**src/rtl/adc_to_qsm.sv**
```systemverilog
// Two-stage AXI-Stream pipeline that turns unsigned ADC samples into
// sign-magnitude Q-format words for the downstream adder.
module adc_to_qsm #(
  parameter int Q        = 15,
  parameter int N        = 32,
  parameter int ADC_BITS = 12
) (
  input  logic                clk,
  input  logic                rst,
  input  logic [ADC_BITS-1:0] offset,
  input  logic [15:0]         s_axis_tdata,
  input  logic                s_axis_tvalid,
  output logic                s_axis_tready,
  input  logic                s_axis_tlast,
  output logic [N-1:0]        m_axis_tdata,
  output logic                m_axis_tvalid,
  input  logic                m_axis_tready,
  output logic                m_axis_tlast
);

  localparam int DW = ADC_BITS + 1;
  localparam int SH = Q - ADC_BITS + 1;

  if (Q < ADC_BITS - 1) begin : g_bad_q
    $error("adc_to_qsm: Q must be at least ADC_BITS-1");
  end
  if (N - 1 < Q + 1) begin : g_bad_n
    $error("adc_to_qsm: N-1 must be at least Q+1");
  end
  if (ADC_BITS > 16 || ADC_BITS < 1) begin : g_bad_adc
    $error("adc_to_qsm: ADC_BITS must be within 1..16");
  end

  // Raw bits above the ADC resolution carry no information.
  if (ADC_BITS < 16) begin : g_ignore_hi
    logic unused_tdata_hi;
    assign unused_tdata_hi = ^s_axis_tdata[15:ADC_BITS];
  end

  logic            ready_en;
  logic            s1_valid;
  logic [DW-1:0]   s1_d;
  logic            s1_last;
  logic            out_adv;
  logic            accept;
  logic [ADC_BITS-1:0] abs_d;
  logic [N-2:0]    mag_c;
  logic            sign_c;

  assign out_adv       = !m_axis_tvalid || m_axis_tready;
  assign s_axis_tready = ready_en && (!s1_valid || out_adv);
  assign accept        = s_axis_tvalid && s_axis_tready;

  // |d| never exceeds 2^ADC_BITS-1, so ADC_BITS magnitude bits suffice.
  always_comb begin
    abs_d  = s1_d[DW-1] ? ADC_BITS'(~s1_d + DW'(1)) : s1_d[ADC_BITS-1:0];
    mag_c  = '0;
    mag_c[ADC_BITS-1:0] = abs_d;
    mag_c  = mag_c << SH;
    sign_c = s1_d[DW-1] && (mag_c != '0);
  end

  // Holds s_axis_tready low until the first edge after reset release.
  always_ff @(posedge clk or posedge rst) begin
    if (rst) begin
      ready_en <= 1'b0;
    end else begin
      ready_en <= 1'b1;
    end
  end

  always_ff @(posedge clk or posedge rst) begin
    if (rst) begin
      s1_valid <= 1'b0;
      s1_d     <= '0;
      s1_last  <= 1'b0;
    end else if (accept) begin
      s1_valid <= 1'b1;
      s1_d     <= {1'b0, s_axis_tdata[ADC_BITS-1:0]} - {1'b0, offset};
      s1_last  <= s_axis_tlast;
    end else if (out_adv) begin
      s1_valid <= 1'b0;
    end
  end

  always_ff @(posedge clk or posedge rst) begin
    if (rst) begin
      m_axis_tvalid <= 1'b0;
      m_axis_tdata  <= '0;
      m_axis_tlast  <= 1'b0;
    end else if (out_adv) begin
      m_axis_tvalid <= s1_valid;
      if (s1_valid) begin
        m_axis_tdata <= {sign_c, mag_c};
        m_axis_tlast <= s1_last;
      end
    end
  end

endmodule

```
**config.mk**
```make
export PLATFORM = sky130hd
export DESIGN_NAME = adc_to_qsm
export DESIGN_NICKNAME = d
export VERILOG_FILES = /design/src/rtl/adc_to_qsm.sv
export SDC_FILE = /design/constraint.sdc
export NUM_CORES = 1
export LEC_CHECK = 0
export CORE_MARGIN = 2
export CORE_UTILIZATION = 25
export DETAILED_ROUTE_END_ITERATION = 8
export GPL_TIMING_DRIVEN = 0
export PLACE_DENSITY = 0.53
export SLEW_MARGIN = 30
export SYNTH_ARGS = -nofsm -noshare
export SYNTH_HDL_FRONTEND = slang
export SYNTH_SLANG_ARGS = --single-unit
```
**constraint.sdc**
```tcl
create_clock -name clk -period 2 [get_ports clk]
set_input_delay 0.6 -clock clk [delete_from_list [all_inputs] [get_ports clk]]
set_output_delay 0.6 -clock clk [all_outputs]
set_load 0.01 [all_outputs]
```
==> results.sh, run 1 <==
export IMPL_status="finished, violations left"
export IMPL_violations="setup timing"
export IMPL_pre_cts_slack_ns=-0.815
export IMPL_drt_initial_drc_count=100
export IMPL_antenna_found_initial=0
export IMPL_clock_fmax_mhz=491
export IMPL_via_per_inst=4.46
export IMPL_routed_wire_length_per_instance_um=11.6
export IMPL_reg2reg_depth=7
export IMPL_clk_pin_slew_ns=0.06
export IMPL_path_cells="dlygate4sd2_1 -> ha_2 -> or3_4 -> o31a_1 -> o21a_1 -> o41ai_2"
export IMPL_cts_tree="done"
export IMPL_cp_required_ns=2.18
export IMPL_crit_fanout=2
export IMPL_fin_ws_ns=-0.0368
export IMPL_synth_top_area_share_pct=33.4
export IMPL_ys_seq_elements=31
export IMPL_synthTopCellsByArea="dfrtp_1 (33%), ha_1 (7.5%), buf_4 (6.5%), nand2_1 (6.1%), o21ai_0 (4.5%)"
export IMPL_synth_area_sq_um=2320
export IMPL_worstSetupPathType="input pin to flop"
export IMPL_die_w_um=100
export IMPL_yosys_area_top_type="dfrtp_1"
export IMPL_numCtsBuffers=5
export IMPL_grt_start_max_net_pins=32
export IMPL_hold_depth=2
export IMPL_whs_ns=0.477
export IMPL_grt_pass1_vias=1904
export IMPL_timing_final_crit_share_pct=102
export IMPL_cpPeakStageDelay_ns=0.37
export IMPL_worst_setup_path_end_kind="flop"
export IMPL_synth_cell_type_count=51
export IMPL_r2r_start="s1_d[0]"
export IMPL_seq_area_frac_synth_pct=33.4
export IMPL_final_cells=468
export IMPL_min_delay_start="m_axis_tdata[7]"
export IMPL_dpl_hpwl_mm=4.02
export IMPL_min_period_ns=2.04
export IMPL_diodes=0
export IMPL_gr_total_overflow=0
export IMPL_cp_start_kind="input pin"
export IMPL_port_buffer_count=44
export IMPL_dieArea_sq_um=10100
export IMPL_drc_errors=0
export IMPL_synth_edf_count=0
export IMPL_first_pass_iters=7
export IMPL_vdd_drop_max_mv=0.248
export IMPL_core_area_sq_um=9110
export IMPL_worst_hold_path_endpoint="m_axis_tdata[7]"
export IMPL_rows=35
export IMPL_die_h_um=100
export IMPL_r2r_end="m_axis_tdata[31]"
export IMPL_routabilityCongestion=0.816
export IMPL_drive_gt1_share_pct=26.9
export IMPL_maxCapViolCount=0
export IMPL_grt_pass1_wl_mm=8.86
export IMPL_power_density_nw_per_um2=790
export IMPL_htreeDepth=2
export IMPL_start_util_pct=25.5
export IMPL_grt_usage_pct=11.0
export IMPL_synth_async_reset_ratio_pct=100
export IMPL_drtAntennaViolNets=0
export IMPL_worst_skew_pair_late_latency_ns=0.28
export IMPL_fillers=960
export IMPL_postRouteWirelength_mm=5.44
export IMPL_crit_arrival_ns=2.22
export IMPL_cts_root_buf="clkbuf_8"
export IMPL_syn2layout_area_growth_pct=43.6
export IMPL_tightest_slew_ns=0.637
export IMPL_drv_slew=0
export IMPL_critPathSlowestCell="or3_4"
export IMPL_synth_most_common_cell="nand2_1"
export IMPL_holdCritPathClass="flop to flop"
export IMPL_final_hold_violation_count=0
export IMPL_ys_top_cells_by_count="nand2_1 (38), dfrtp_1 (31), inv_1 (21), o21ai_0 (21), buf_4 (20)"
export IMPL_leakage_nw=1.54
export IMPL_synthCells=268
export IMPL_dp_cells=441
export IMPL_pin_count=68
export IMPL_via_count=2089
export IMPL_rsz0062_at_grt="true"
export IMPL_avgSynthCellArea_sq_um=8.66
export IMPL_synth_ff_type="dfrtp_1"
export IMPL_fin_nets=404
export IMPL_slew_headroom_pct=57.4
export IMPL_rrSetupSlack_ns=0.19
export IMPL_clock_sinks=31
export IMPL_p_total_mw=2.63
export IMPL_finClkSkew_ns=0.00425
export IMPL_yosysWarnings=0
export IMPL_clock_tree_buffer_depth=2
export IMPL_finalSetupViolations=1
worst max-delay path: cells and delay by family:
| family | cells | cell delay (ns) |
|---|---|---|
| AOI/OAI and AO/OA | 3 | 0.83 |
| and+or+nand+nor | 1 | 0.37 |
| buffers and inverters | 1 | 0.23 |
| adders and majority gates | 1 | 0.19 |
final cells by class:
type / instances / area [sq um] / area share [%]
multi-input cells: 208 / 1520 / 45.5
flip-flops and latches: 31 / 776 / 23.3
repair buffers: 63 / 542 / 16.3
plain buffers: 26 / 188 / 5.63
well taps: 111 / 139 / 4.17
inverters: 21 / 91.3 / 2.74
clock buffers: 7 / 76.3 / 2.29
clock inverters: 1 / 5.00 / 0.150
metrics by stage:
| step | util (%) | area (sq um) | setup TNS [ns] |
|---|---|---|---|
| 2_1_floorplan | - | 2440 | -0.122 |
| 3_5_place_dp | 33.1 | 3020 | -7.93 |
| 3_3_place_gp | 33.1 | 3020 | -9.05 |
| 6_report | 36.6 | 3330 | -0.0368 |
| 4_1_cts | 35.7 | 3250 | -0.0621 |
| 5_1_grt | 36.6 | 3330 | -0.256 |
state kept, by name (all words and copies together), names as in the netlist:
register and cells:
m_axis_tdata 13, m_axis_tlast 1, m_axis_tvalid 1, ready_en 1, s1_d 13, s1_last 1, s1_valid 1
power by group:
group          internal, mW  leakage, nW  switching [mW]  total [mW]
clock                 0.244       0.0422           0.226       0.470
sequential            0.805        0.383           0.160       0.964
combinational         0.638         1.12           0.562        1.20
total                  1.69         1.54           0.948        2.63
how the worst max path moves through the flow:
stage | to | from | cells after the start
floorplan | s1_d[10] | s_axis_tdata[0] | 8
global placement | s1_d[10] | s_axis_tdata[0] | 9
detailed placement | s1_d[10] | s_axis_tdata[0] | 9
CTS | s1_d[12] | s_axis_tdata[0] | 9
global route | s1_d[12] | s_axis_tdata[0] | 9
finish | s1_d[12] | s_axis_tdata[7] | 6
kinds of logic (layout without fill, tap and decap cells):
family / Yosys count / after routing / synth area share [%]
compound gates: 67 / 67 / 19.6
xor+xnor: 14 / 14 / 5.28
fa+ha+maj: 15 / 15 / 8.41
buf+inv: 47 / 118 / 11.5
flops: 31 / 31 / 33.4
mux: 4 / 4 / 1.78
other cells: 2 / 20 / 0.324
simple gates: 88 / 88 / 19.7
timing repair:
item                                    4_1_cts  5_1_grt
buffers inserted                             14        5
hold buffers                                  0        0
pin swaps                                    20       18
endpoints found under the setup margin       10        6
resized for setup                            56       28
cell usage in the layout, fill, tap and decap left out, types with 3 or more instances in the layout:
master,instances
buf_4,38
nand2_1,37
dfrtp_1,31
clkdlybuf4s50_1,24
conb_1,20
o21ai_0,19
inv_1,13
nor2_1,13
xnor2_1,8
ha_4,8
a21oi_1,7
inv_2,7
clkbuf_1,6
xor2_1,6
nand2b_1,5
o31ai_1,5
o21a_1,5
nor3_1,5
clkbuf_8,5
buf_2,5
clkbuf_2,5
a31oi_1,4
o21ai_1,4
ha_2,4
dlygate4sd2_1,4
buf_6,3
a41oi_1,3
nand3b_1,3
nand4_1,3
mux2i_1,3
clkdlybuf4s15_1,3
metal layers:
metal | share of wire (%) | global-route usage (%)
met1 | 48 | 14.9
met5 | 0 | 0
met3 | 4.8 | 2.23
met2 | 46 | 17.2
met4 | 1.5 | 4.11
Power figures use the tool's default switching activity.
==> run 2: changes to the inputs <==
--- a/config.mk
+++ b/config.mk
@@ -10,6 +10,7 @@
 export DETAILED_ROUTE_END_ITERATION = 8
 export GPL_TIMING_DRIVEN = 0
 export PLACE_DENSITY = 0.53
+export SKIP_CTS_REPAIR_TIMING = 1
 export SLEW_MARGIN = 30
 export SYNTH_ARGS = -nofsm -noshare
 export SYNTH_HDL_FRONTEND = slang
==> results.sh, run 2 (same netlist as run 1, synthesis figures left out) <==
export IMPL_routabilityCongestion=0.816
export IMPL_min_delay_start="m_axis_tdata[7]"
export IMPL_pin_count=68
export IMPL_cp_required_ns=2.18
export IMPL_drv_slew=0
export IMPL_rows=35
export IMPL_grt_pass1_wl_mm=8.39
export IMPL_postRouteWirelength_mm=5.47
export IMPL_die_h_um=100
export IMPL_r2r_start="s1_d[0]"
export IMPL_grt_pass1_vias=1819
export IMPL_timing_final_crit_share_pct=105
export IMPL_crit_arrival_ns=2.29
export IMPL_fin_ws_ns=-0.110
export IMPL_whs_ns=0.478
export IMPL_cp_start_kind="input pin"
export IMPL_drive_gt1_share_pct=22.0
export IMPL_pre_cts_slack_ns=-0.815
export IMPL_layout_commonest_cell="nand2_1"
export IMPL_wl_met2_mm=2.50
export IMPL_dpl_hpwl_mm=4.02
export IMPL_die_w_um=100
export IMPL_gr_total_overflow=0
export IMPL_crit_fanout=4
export IMPL_min_period_ns=2.11
export IMPL_drt_initial_drc_count=99
export IMPL_via_count=2072
export IMPL_vdd_drop_max_mv=0.248
export IMPL_rsz0062_at_grt="true"
export IMPL_via_per_inst=4.49
export IMPL_worstSetupPathType="input pin to flop"
export IMPL_routed_wire_length_per_instance_um=11.9
export IMPL_critPathSlowestCell="o31a_1"
export IMPL_clock_sinks=31
export IMPL_highest_layer="met4"
export IMPL_cts_root_buf="clkbuf_8"
export IMPL_r2r_end="m_axis_tdata[31]"
export IMPL_start_util_pct=25.5
export IMPL_violations="setup timing"
export IMPL_final_cell_mix="nand2_1 (38), buf_4 (33), dfrtp_1 (31)"
export IMPL_crit_end="s1_d[12]"
export IMPL_reg2reg_depth=7
export IMPL_path_cells="buf_8 -> inv_12 -> ha_4 -> fa_2 -> nor2b_4 -> o31a_1 -> o31a_1 -> o21a_1 -> o41ai_2"
export IMPL_core_area_sq_um=9110
export IMPL_numCtsBuffers=5
export IMPL_startpoint="s_axis_tdata[0]"
export IMPL_cpPeakStageDelay_ns=0.34
export IMPL_reg_top3="m_axis_tdata x13, s1_d x13"
export IMPL_port_buffer_count=44
export IMPL_finClkSkew_ns=0.00382
export IMPL_met1_length_mm=2.65
export IMPL_clock_fmax_mhz=474
export IMPL_rrSetupSlack_ns=0.19
export IMPL_cp_top_family="compound AO/OA/AOI/OAI gates"
export IMPL_antenna_found_initial=0
export IMPL_fin_nets=397
export IMPL_maxCapViolCount=0
export IMPL_met3_length_um=250
export IMPL_critical_path_buf_inv_count=2
export IMPL_tightest_slew_ns=0.640
export IMPL_p_total_mw=2.64
export IMPL_drc_errors=0
export IMPL_clk_pin_slew_ns=0.06
export IMPL_dieArea_sq_um=10100
export IMPL_htreeDepth=2
export IMPL_slew_headroom_pct=57.3
export IMPL_first_pass_iters=4
export IMPL_leakage_nw=1.61
export IMPL_power_density_nw_per_um2=789
export IMPL_grt_start_max_net_pins=32
export IMPL_worst_setup_path_end_kind="flop"
export IMPL_worst_skew_pair_late_latency_ns=0.28
export IMPL_setup_tns_ns=-0.177
export IMPL_cp_common_cell="o31a_1"
export IMPL_final_hold_violation_count=0
export IMPL_cts_tree="done"
export IMPL_finalSetupViolations=3
export IMPL_syn2layout_area_growth_pct=44.1
export IMPL_grt_usage_pct=10.4
export IMPL_status="finished, violations left"
export IMPL_drtAntennaViolNets=0
export IMPL_clock_tree_buffer_depth=2
export IMPL_diodes=0
export IMPL_holdCritPathClass="flop to flop"
export IMPL_cp_depth=9
[run 2: cell types whose count changed in the layout (fill, tap and decap cells not counted), sizes merged]
cell / previous run / this run
dlymetal6s2s: 2 / 14
buf: 47 / 37
clkbuf: 16 / 12
dlygate4sd2: 4 / 0
clkdlybuf4s15: 3 / 0
clkdlybuf4s50: 24 / 26
[run 2: tightest hold or removal path: stages, from the launching register on]
cell and delay (ns):
dfrtp_1 0.34, nand2_1 0.05, o21ai_0 0.06
[run 2: stage by stage]
step / area (sq um) / instances / util [%]
finish: 3340 / 461 / 36.7
global route: 3340 / 461 / 36.7
CTS: 3100 / 449 / 34.0
detailed placement: 3020 / 441 / 33.1
global placement: 3020 / 441 / 33.1
floorplan: 2440 / 286 / -
[run 2: worst min path at each step]
stage	to	slack [ns]	cells after the start
4_1_cts	m_axis_tdata[7]	0.48	2
3_5_place_dp	m_axis_tvalid	0.47	1
3_3_place_gp	s1_last	0.46	2
5_1_grt	m_axis_tdata[11]	0.51	2
6_report	m_axis_tdata[7]	0.48	2
2_1_floorplan	s1_last	0.44	2
[run 2: where the power goes]
group          leakage (nW)  switching [mW]  internal (mW)
sequential            0.383           0.160          0.805
clock                0.0422           0.226          0.244
combinational          1.19           0.563          0.641
[run 2: cell type report]
| type | count | area (sq um) |
|---|---|---|
| multi-input combinational | 208 | 1510 |
| clock inverter | 1 | 5.00 |
| buffer | 26 | 188 |
| fill | 957 | 5760 |
| tap | 111 | 139 |
| timing repair buffer | 56 | 558 |
| sequential | 31 | 776 |
| clock buffer | 7 | 76.3 |
| inverter | 21 | 91.3 |
[run 2: routing by layer]
layer,GRT usage [%],vias to the layer above
met5,0,-
met4,4.11,0
met3,2.23,4
met2,16.3,59
met1,14.1,945
li1,-,1064
